File: config.mk
export PLATFORM = sky130hd
export DESIGN_NAME = if_id_branch
export DESIGN_NICKNAME = d
export VERILOG_FILES = /design/src/rtl/mips_pkg.sv /design/src/rtl/branch_cond.sv /design/src/rtl/if_id_branch.sv
export SDC_FILE = /design/constraint.sdc
export NUM_CORES = 1
export LEC_CHECK = 0
export BUFFER_PORTS_ARGS = -buffer_cell sky130_fd_sc_hd__buf_4
export CORE_ASPECT_RATIO = 0.7
export CORE_UTILIZATION = 48
export CTS_CLUSTER_SIZE = 16
export DETAILED_ROUTE_END_ITERATION = 8
export PLACE_DENSITY = 0.92
export SLEW_MARGIN = 20
export SYNTH_ARGS = -nofsm -noshare
export SYNTH_HDL_FRONTEND = slang
export SYNTH_SLANG_ARGS = --single-unit
File: constraint.sdc
create_clock -name clk -period 4.1 [get_ports clk]
set_input_delay 0.41 -clock clk [delete_from_list [all_inputs] [get_ports clk]]
set_output_delay 0.41 -clock clk [all_outputs]
set_load 0.02 [all_outputs]
File: src/rtl/mips_pkg.sv
// Shared MIPS core definitions: branch/jump opcodes, the canonical bubble word
// and the two-state IF/ID slot encoding.
package mips_pkg;

  localparam logic [5:0] OP_J    = 6'h02;
  localparam logic [5:0] OP_BEQ  = 6'h04;
  localparam logic [5:0] OP_BNE  = 6'h05;
  localparam logic [5:0] OP_BLEZ = 6'h06;
  localparam logic [5:0] OP_BGTZ = 6'h07;

  localparam logic [31:0] NOP_WORD = 32'h0000_0000;

  typedef enum logic {
    SLOT_SQUASHED = 1'b0,
    SLOT_VALID    = 1'b1
  } slot_e;

  function automatic logic [31:0] sign_ext16(input logic [15:0] value);
    return {{16{value[15]}}, value};
  endfunction

endpackage

File: src/rtl/branch_cond.sv
// Combinational ID-stage branch decoder: classifies the opcode, evaluates the
// condition and produces the word offset that fetch adds to its current PC.
module branch_cond
  import mips_pkg::*;
(
  input  logic [5:0]  op,
  input  logic [31:0] Rs_val,
  input  logic [31:0] Rt_val,
  input  logic [31:0] instruction,
  input  logic [31:0] ID_PC,
  output logic        is_branch,
  output logic        cond,
  output logic [31:0] offset
);

  logic [31:0] pc4;
  logic [31:0] jump_target;
  logic [31:0] jump_delta;
  logic [31:0] imm_ext;
  logic        unused_opfield;

  // The opcode arrives separately, so the top six instruction bits go unused.
  assign unused_opfield = ^instruction[31:26];

  // Fetch already sits at pc4 while the jump is in ID, so the jump is
  // expressed as a word delta relative to pc4 rather than an absolute target.
  assign pc4         = ID_PC + 32'd4;
  assign jump_target = {pc4[31:28], instruction[25:0], 2'b00};
  assign jump_delta  = jump_target - pc4;
  assign imm_ext     = sign_ext16(instruction[15:0]);

  always_comb begin
    is_branch = 1'b0;
    cond      = 1'b0;
    offset    = imm_ext;
    case (op)
      OP_BEQ: begin
        is_branch = 1'b1;
        cond      = (Rs_val == Rt_val);
      end
      OP_BNE: begin
        is_branch = 1'b1;
        cond      = (Rs_val != Rt_val);
      end
      OP_BLEZ: begin
        is_branch = 1'b1;
        cond      = ($signed(Rs_val) <= 32'sd0);
      end
      OP_BGTZ: begin
        is_branch = 1'b1;
        cond      = ($signed(Rs_val) > 32'sd0);
      end
      OP_J: begin
        is_branch = 1'b1;
        cond      = 1'b1;
        offset    = $signed(jump_delta) >>> 2;
      end
      default: begin
        is_branch = 1'b0;
        cond      = 1'b0;
      end
    endcase
  end

endmodule

File: src/rtl/if_id_branch.sv
// IF/ID pipeline register with zero-cycle branch resolution in ID, squash of
// the single wrong-path fetch, and saturating branch performance counters.
module if_id_branch
  import mips_pkg::*;
#(
  parameter logic [31:0] NOP     = NOP_WORD,
  parameter int          COUNT_W = 16
) (
  input  logic               clk,
  input  logic               rst,
  input  logic [31:0]        IF_PC,
  input  logic [31:0]        IF_Instruction,
  input  logic [31:0]        Rs_val,
  input  logic [31:0]        Rt_val,
  output logic [4:0]         Rs_addr,
  output logic [4:0]         Rt_addr,
  output logic               Br_taken,
  output logic [31:0]        Br_offset,
  output logic [31:0]        ID_PC,
  output logic [31:0]        ID_Instruction,
  output logic               ID_valid,
  output logic [COUNT_W-1:0] Br_count,
  output logic [COUNT_W-1:0] Taken_count
);

  localparam logic [COUNT_W-1:0] CNT_ONE = {{(COUNT_W-1){1'b0}}, 1'b1};
  localparam logic [COUNT_W-1:0] CNT_MAX = '1;

  slot_e       slot_q;
  slot_e       slot_d;
  logic        is_branch;
  logic        cond;
  logic [31:0] offset;

  assign Rs_addr = ID_Instruction[25:21];
  assign Rt_addr = ID_Instruction[20:16];

  branch_cond u_branch_cond (
    .op          (ID_Instruction[31:26]),
    .Rs_val      (Rs_val),
    .Rt_val      (Rt_val),
    .instruction (ID_Instruction),
    .ID_PC       (ID_PC),
    .is_branch   (is_branch),
    .cond        (cond),
    .offset      (offset)
  );

  assign Br_taken  = ID_valid & cond;
  assign Br_offset = Br_taken ? offset : 32'd0;

  always_ff @(posedge clk or posedge rst) begin
    if (rst) begin
      slot_q <= SLOT_SQUASHED;
    end else begin
      slot_q <= slot_d;
    end
  end

  // A squashed slot holds NOP and can never redirect, so it always recovers.
  always_comb begin
    slot_d = SLOT_VALID;
    if (slot_q == SLOT_VALID && Br_taken) begin
      slot_d = SLOT_SQUASHED;
    end
  end

  always_comb begin
    ID_valid = (slot_q == SLOT_VALID);
  end

  always_ff @(posedge clk or posedge rst) begin
    if (rst) begin
      ID_PC          <= 32'd0;
      ID_Instruction <= NOP;
    end else begin
      ID_PC          <= IF_PC;
      ID_Instruction <= Br_taken ? NOP : IF_Instruction;
    end
  end

  always_ff @(posedge clk or posedge rst) begin
    if (rst) begin
      Br_count    <= '0;
      Taken_count <= '0;
    end else begin
      if (ID_valid && is_branch && Br_count != CNT_MAX) begin
        Br_count <= Br_count + CNT_ONE;
      end
      if (Br_taken && Taken_count != CNT_MAX) begin
        Taken_count <= Taken_count + CNT_ONE;
      end
    end
  end

endmodule
* Word level (Yosys, flattened, before mapping)
Cells that the tools add are included.
** Cells by class
- $add $sub $neg :: 4
- $lt $le $gt $ge :: 2
- Eq/ne operators :: 9
- Muxes and demuxes :: 6
- Bitwise gates (word level) :: 1
- Reduce and logical (&&, ||, !) cells :: 5
** Operators with widths (number)
- $mux W32 :: 3
- $add A16 B1 Y16 const B :: 2
- $add A32 B3 Y32 const B :: 1
- $eq A32 B32 Y1 :: 1
- $gt A32 B1 Y1 const B :: 1
- $le A32 B1 Y1 const B :: 1
- $ne A16 B16 Y1 const B :: 2
- $ne A32 B32 Y1 :: 1
- $sub A32 B32 Y32 :: 1
- $eq A6 B3 Y1 const B :: 4
- $eq A6 B2 Y1 const B :: 1
- $pmux W1 S5 :: 1
- $reduce_or A5 Y1 :: 1
- $logic_and A1 B1 Y1 :: 4
- $mux W1 :: 2
- $and A1 B1 Y1 :: 1
** Word-level totals
- Bits in registers :: 97
- Input bits :: 130
- Output and inout port bits :: 140
- Logic and storage cells :: 32

* Depth between registers and ports, before layout
- Word-level depth :: 5
- Gate-level depth with buffers :: 17
- Depth with buffers taken out :: 17

* Modules after synthesis
From an unflattened synthesis, not the netlist that was laid out.
** Second synthesis, totals
- Cells, all modules :: 659
- Area total of the unflattened synthesis :: 6202.2 µm²
** Modules (own cells, without submodules)
- if_id_branch :: instances 1, cells an instance 303, area an instance 3739.8 µm², seq. area each 2427.3 µm²
- branch_cond :: instances 1, cells an instance 356, area an instance 2462.4 µm², seq. area each 0.0 µm²

* Least setup slack after synthesis
OpenSTA, ideal clock, no wires.
- Path type :: register to output
- From :: register ID_PC[2]
- To :: output Br_offset[30]
- Data arrival time :: 4.082 ns
- Required time :: 3.690 ns
- Setup slack :: -0.392 ns
- Cell stages (with the launch flop) :: 16
- Buffers on the path :: 1
- Cell sequence :: dfrtp_1 -> ha_1 -> nand3_1 -> nor3_1 -> nand3_1 -> xor2_1 -> ha_1 -> and3_1 -> and3_1 -> o2111ai_2 -> nand3_2 -> o31ai_4 -> a31oi_4 -> a21o_2 -> a211oi_1 -> buf_4
** On the way
- Word-level cells in the longest chain between the ends :: 4
** Ends and longest elaborated chain
- start, declared :: line if_id_branch.sv:19 : output logic [31:0] ID_PC,
- start signal, assigned :: line if_id_branch.sv:74 : ID_PC <= 32'd0;
- start signal, assigned :: line if_id_branch.sv:77 : ID_PC <= IF_PC;
- $add A32 B3 Y32 :: line branch_cond.sv:27 : assign pc4 = ID_PC + 32'd4;
- $sub A32 B32 Y32 :: line branch_cond.sv:29 : assign jump_delta = jump_target - pc4;
- $mux W32 :: line branch_cond.sv:36 : case (op)
- $mux W32 :: line if_id_branch.sv:50 : assign Br_offset = Br_taken ? offset : 32'd0;
- end, declared :: line if_id_branch.sv:18 : output logic [31:0] Br_offset,
Every way passes these cells.

* Worst setup path after layout
- From :: register ID_PC[3]
- To :: output Br_offset[18]
The elaborated chain is that of the path after synthesis.

==> summary.txt <==
Outcome
  • Status: finished, violations left
  • Failing checks: setup timing

Die
  • Die Y: 94.3 um
  • # IOs: 270
  • Starting Density: 0.496
  • Die W: 134 um
  • Die ar.: 12600 um2
  • Core area: 11800 um2
  • # rows: 33

STA
  • Final setup margin: -0.370 ns
  • RSZ-0062 raised after global routing: true
  • FMAX: 224 MHz
  • Hold_ws: 0.159 ns
  • Clock skew: 0.0106 ns
  • Final Critical Period: 4.47 ns
  • Final hold vios: 0
  • Max-Slew Margin vs Limit: 0.478
  • Worst-margin pin slew: 0.783 ns
  • Tcrit/Tclk final: 1.09
  • Max-slew violations: 0
  • Final setup viols: 15

Pwr
  • Peak VDD IR: 0.335 mV
  • Total chip power: 2.82 mW
  • LEAKAGE: 4.17 nW
  • Power per cell area: 318 nW/um2

Synthesis
  • Synthesized flop and latch total: 97
  • Mapped Area: 5840 um2
  • Syn avg cell area: 9.63 um2
  • Syn_nets: 765
  • Post-synth EDFFs: 0
  • Top FF cell, synth: dfrtp_1
  • Yosys warns: 0
  • Sequential element share of the synthesized area: 0.416
  • Cells after synthesis: 606
  • Count of different cell masters after synthesis: 51
  • FFs w/ async S/R, synth: 1.00

Run
  • Max-cap violations: 0

Global route
  • Vias in the first global route: 5775
  • GRT Total Usage: 0.308
  • Initial antenna violation count: 0
  • Grt ovf: 0
  • First-pass GRT wire length: 29.9 mm
  • Largest net degree at the start of global routing: 66

Clock tree
  • Clk buf depth: 2
  • Cts hold-fix bufs: 0
  • TritonCTS clock tree: yes
  • Worst-Skew Late Latency: 0.35 ns
  • Root Driver: clkbuf_16
  • Clock transition at the registers of the reported paths: 0.08 ns
  • Clock sink count: 97
  • H-tree depth: 3
  • Number of CTS-inserted buffers: 9

Critical path
  • Critical Path End Type: primary output
  • CP Launch Type: register
  • Required @ worst endpoint: 3.69 ns
  • Worst Setup Path Type: register to primary output
  • Arr. time, crit path: 4.06 ns
  • CP max FO: 4

Placement
  • Pre-CTS WS: -0.100 ns
  • Placement Cell Area: 8000 um2
  • Port bufs: 269
  • GPL Wtd Cong: 1.03
  • Detailed placement HPWL: 13.9 mm

Drt
  • WL final: 20.2 mm
  • Initial DRC count: 380
  • Wirelength per Cell: 19.0 um
  • Drt pass-1 iters: 5
  • DRC Markers: 0
  • Avg Vias per Cell: 5.65
  • Antenna-violating nets left: 0
  • DR vias: 6011

Finish
  • Fraction of layout cells with a size suffix above 1: 0.422
  • Synthesis-to-layout area growth: 51.6%
  • # fillers: 763
  • # nets final: 1061
  • Inserted Diodes: 0
  • Design area: 8850 um2

Hold path
  • Hold/Removal Path Class: input pin to register
-- layout make-up --
type,instances,area (um2),share of cell area
well taps,157,196,0.0222
flip-flops and latches,97,2430,0.274
clock buffers,9,225,0.0254
repair buffers,310,2360,0.266
clock inverters,7,77.6,0.00876
inverters,12,47.5,0.00537
multi-input cells,472,3520,0.398
-- synth_stat cells (2+ instances only) --
cell	n	area [um2]
nand2b_1	5	31.3
nor3_1	16	80.1
or2_2	4	25.0
ha_1	29	363
a2111oi_0	2	17.5
a21o_1	10	75.1
nor2b_1	33	206
o31ai_1	3	22.5
o21ai_0	9	45.0
a211oi_1	11	82.6
inv_1	12	45.0
nor4_1	11	68.8
nand4_1	24	150
o211ai_1	4	30.0
nor2_1	36	135
or3_1	6	37.5
dfrtp_1	97	2430
mux2i_1	2	20.0
xor2_1	26	228
a31oi_4	2	42.5
xnor2_1	76	666
and2_1	6	37.5
clkbuf_1	10	37.5
nand2_1	52	195
nand3_1	32	160
a21oi_1	34	170
and3_1	18	113
buf_4	12	90.1
buf_2	2	10.0
-- final timing paths --
check / from / to / slack (ns) / depth (start not counted)
worst max-delay path: ID_PC[3] / Br_offset[18] / -0.37 / 16
worst min-delay path: IF_PC[31] / ID_PC[31] / 0.16 / 1
worst max register to register: ID_Instruction[28] / Taken_count[1] / 1.70 / 7
worst min register to register: Taken_count[9] / Taken_count[9] / 0.50 / 1
max in group asynchronous: rst / ID_Instruction[4] / 2.91 / 3
min in group asynchronous: rst / ID_PC[31] / 0.19 / 2
-- flip-flops by register name, indices dropped and copies added, names as in the netlist --
name and cells:
ID_valid 1, Taken_count 16, Br_count 16, ID_PC 32, ID_Instruction 32
-- where the power goes --
part	total [mW]	switching [mW]	internal, mW
logic	0.845	0.440	0.405
registers	1.12	0.0932	1.03
clock network	0.855	0.420	0.435
-- repair_timing --
item | CTS | global route
endpoints found under the setup margin | 16 | 18
setup buffers | 24 | 8
pin swaps | 28 | 36
hold endpoints to repair | 0 | 0
resized for setup | 31 | 32
-- critical path: stages, from the launching register on --
cell and delay (ns):
dfrtp_1 0.43, ha_4 0.19, nand3_4 0.10, nor3_4 0.25, nand2_1 0.11, xor2_1 0.16, ha_1 0.36, a21o_1 0.19
a21o_1 0.20, a21o_1 0.21, or3b_1 0.37, o21a_2 0.24, buf_6 0.13, a211o_1 0.30, o211ai_1 0.14, a21oi_1 0.12
buf_4 0.20
-- per-stage QoR --
stage	utilization	setup TNS, ns	cells
2_1_floorplan	-	0	606
3_3_place_gp	0.680	0	1016
3_5_place_dp	0.680	-0.156	1016
4_1_cts	0.732	-0.475	1056
5_1_grt	0.752	-4.27	1064
6_report	0.752	-2.42	1064
-- routing by layer --
metal  vias to the layer above  GRT usage  wire, um
li1                       2723          -         -
met1                      2808      0.391      8070
met2                       401      0.515      9500
met3                        79     0.0836      1970
met4                         0     0.0890       676
met5                         -          0         0
-- cell families (layout without fill, tap and decap cells) --
group | after synthesis | after routing | synth area share
AND/OR/NAND/NOR | 248 | 248 | 0.221
AO/OA/AOI/OAI | 90 | 90 | 0.111
multiplexers | 3 | 3 | 0.00536
buffers and inverters | 37 | 338 | 0.0319
adder cells (fa/ha/maj) | 29 | 29 | 0.0622
XOR/XNOR | 102 | 102 | 0.153
flip-flops | 97 | 97 | 0.416
-- cells in the final DEF (no fill, tap or decap), drive strengths merged, types with 5 or more instances in the layout --
cell	instances
and3	18
nand4	24
clkbuf	9
and2	6
xor2	26
nand2b	5
ha	29
nor4	11
nand2	52
nor2	36
nand3	33
buf	310
o31ai	5
inv	16
a21oi	34
or3	6
nor3	16
a211oi	11
a21o	11
xnor2	76
nor2b	33
o21ai	9
dfrtp	97
No activity file was read; power rests on OpenSTA's default activity.
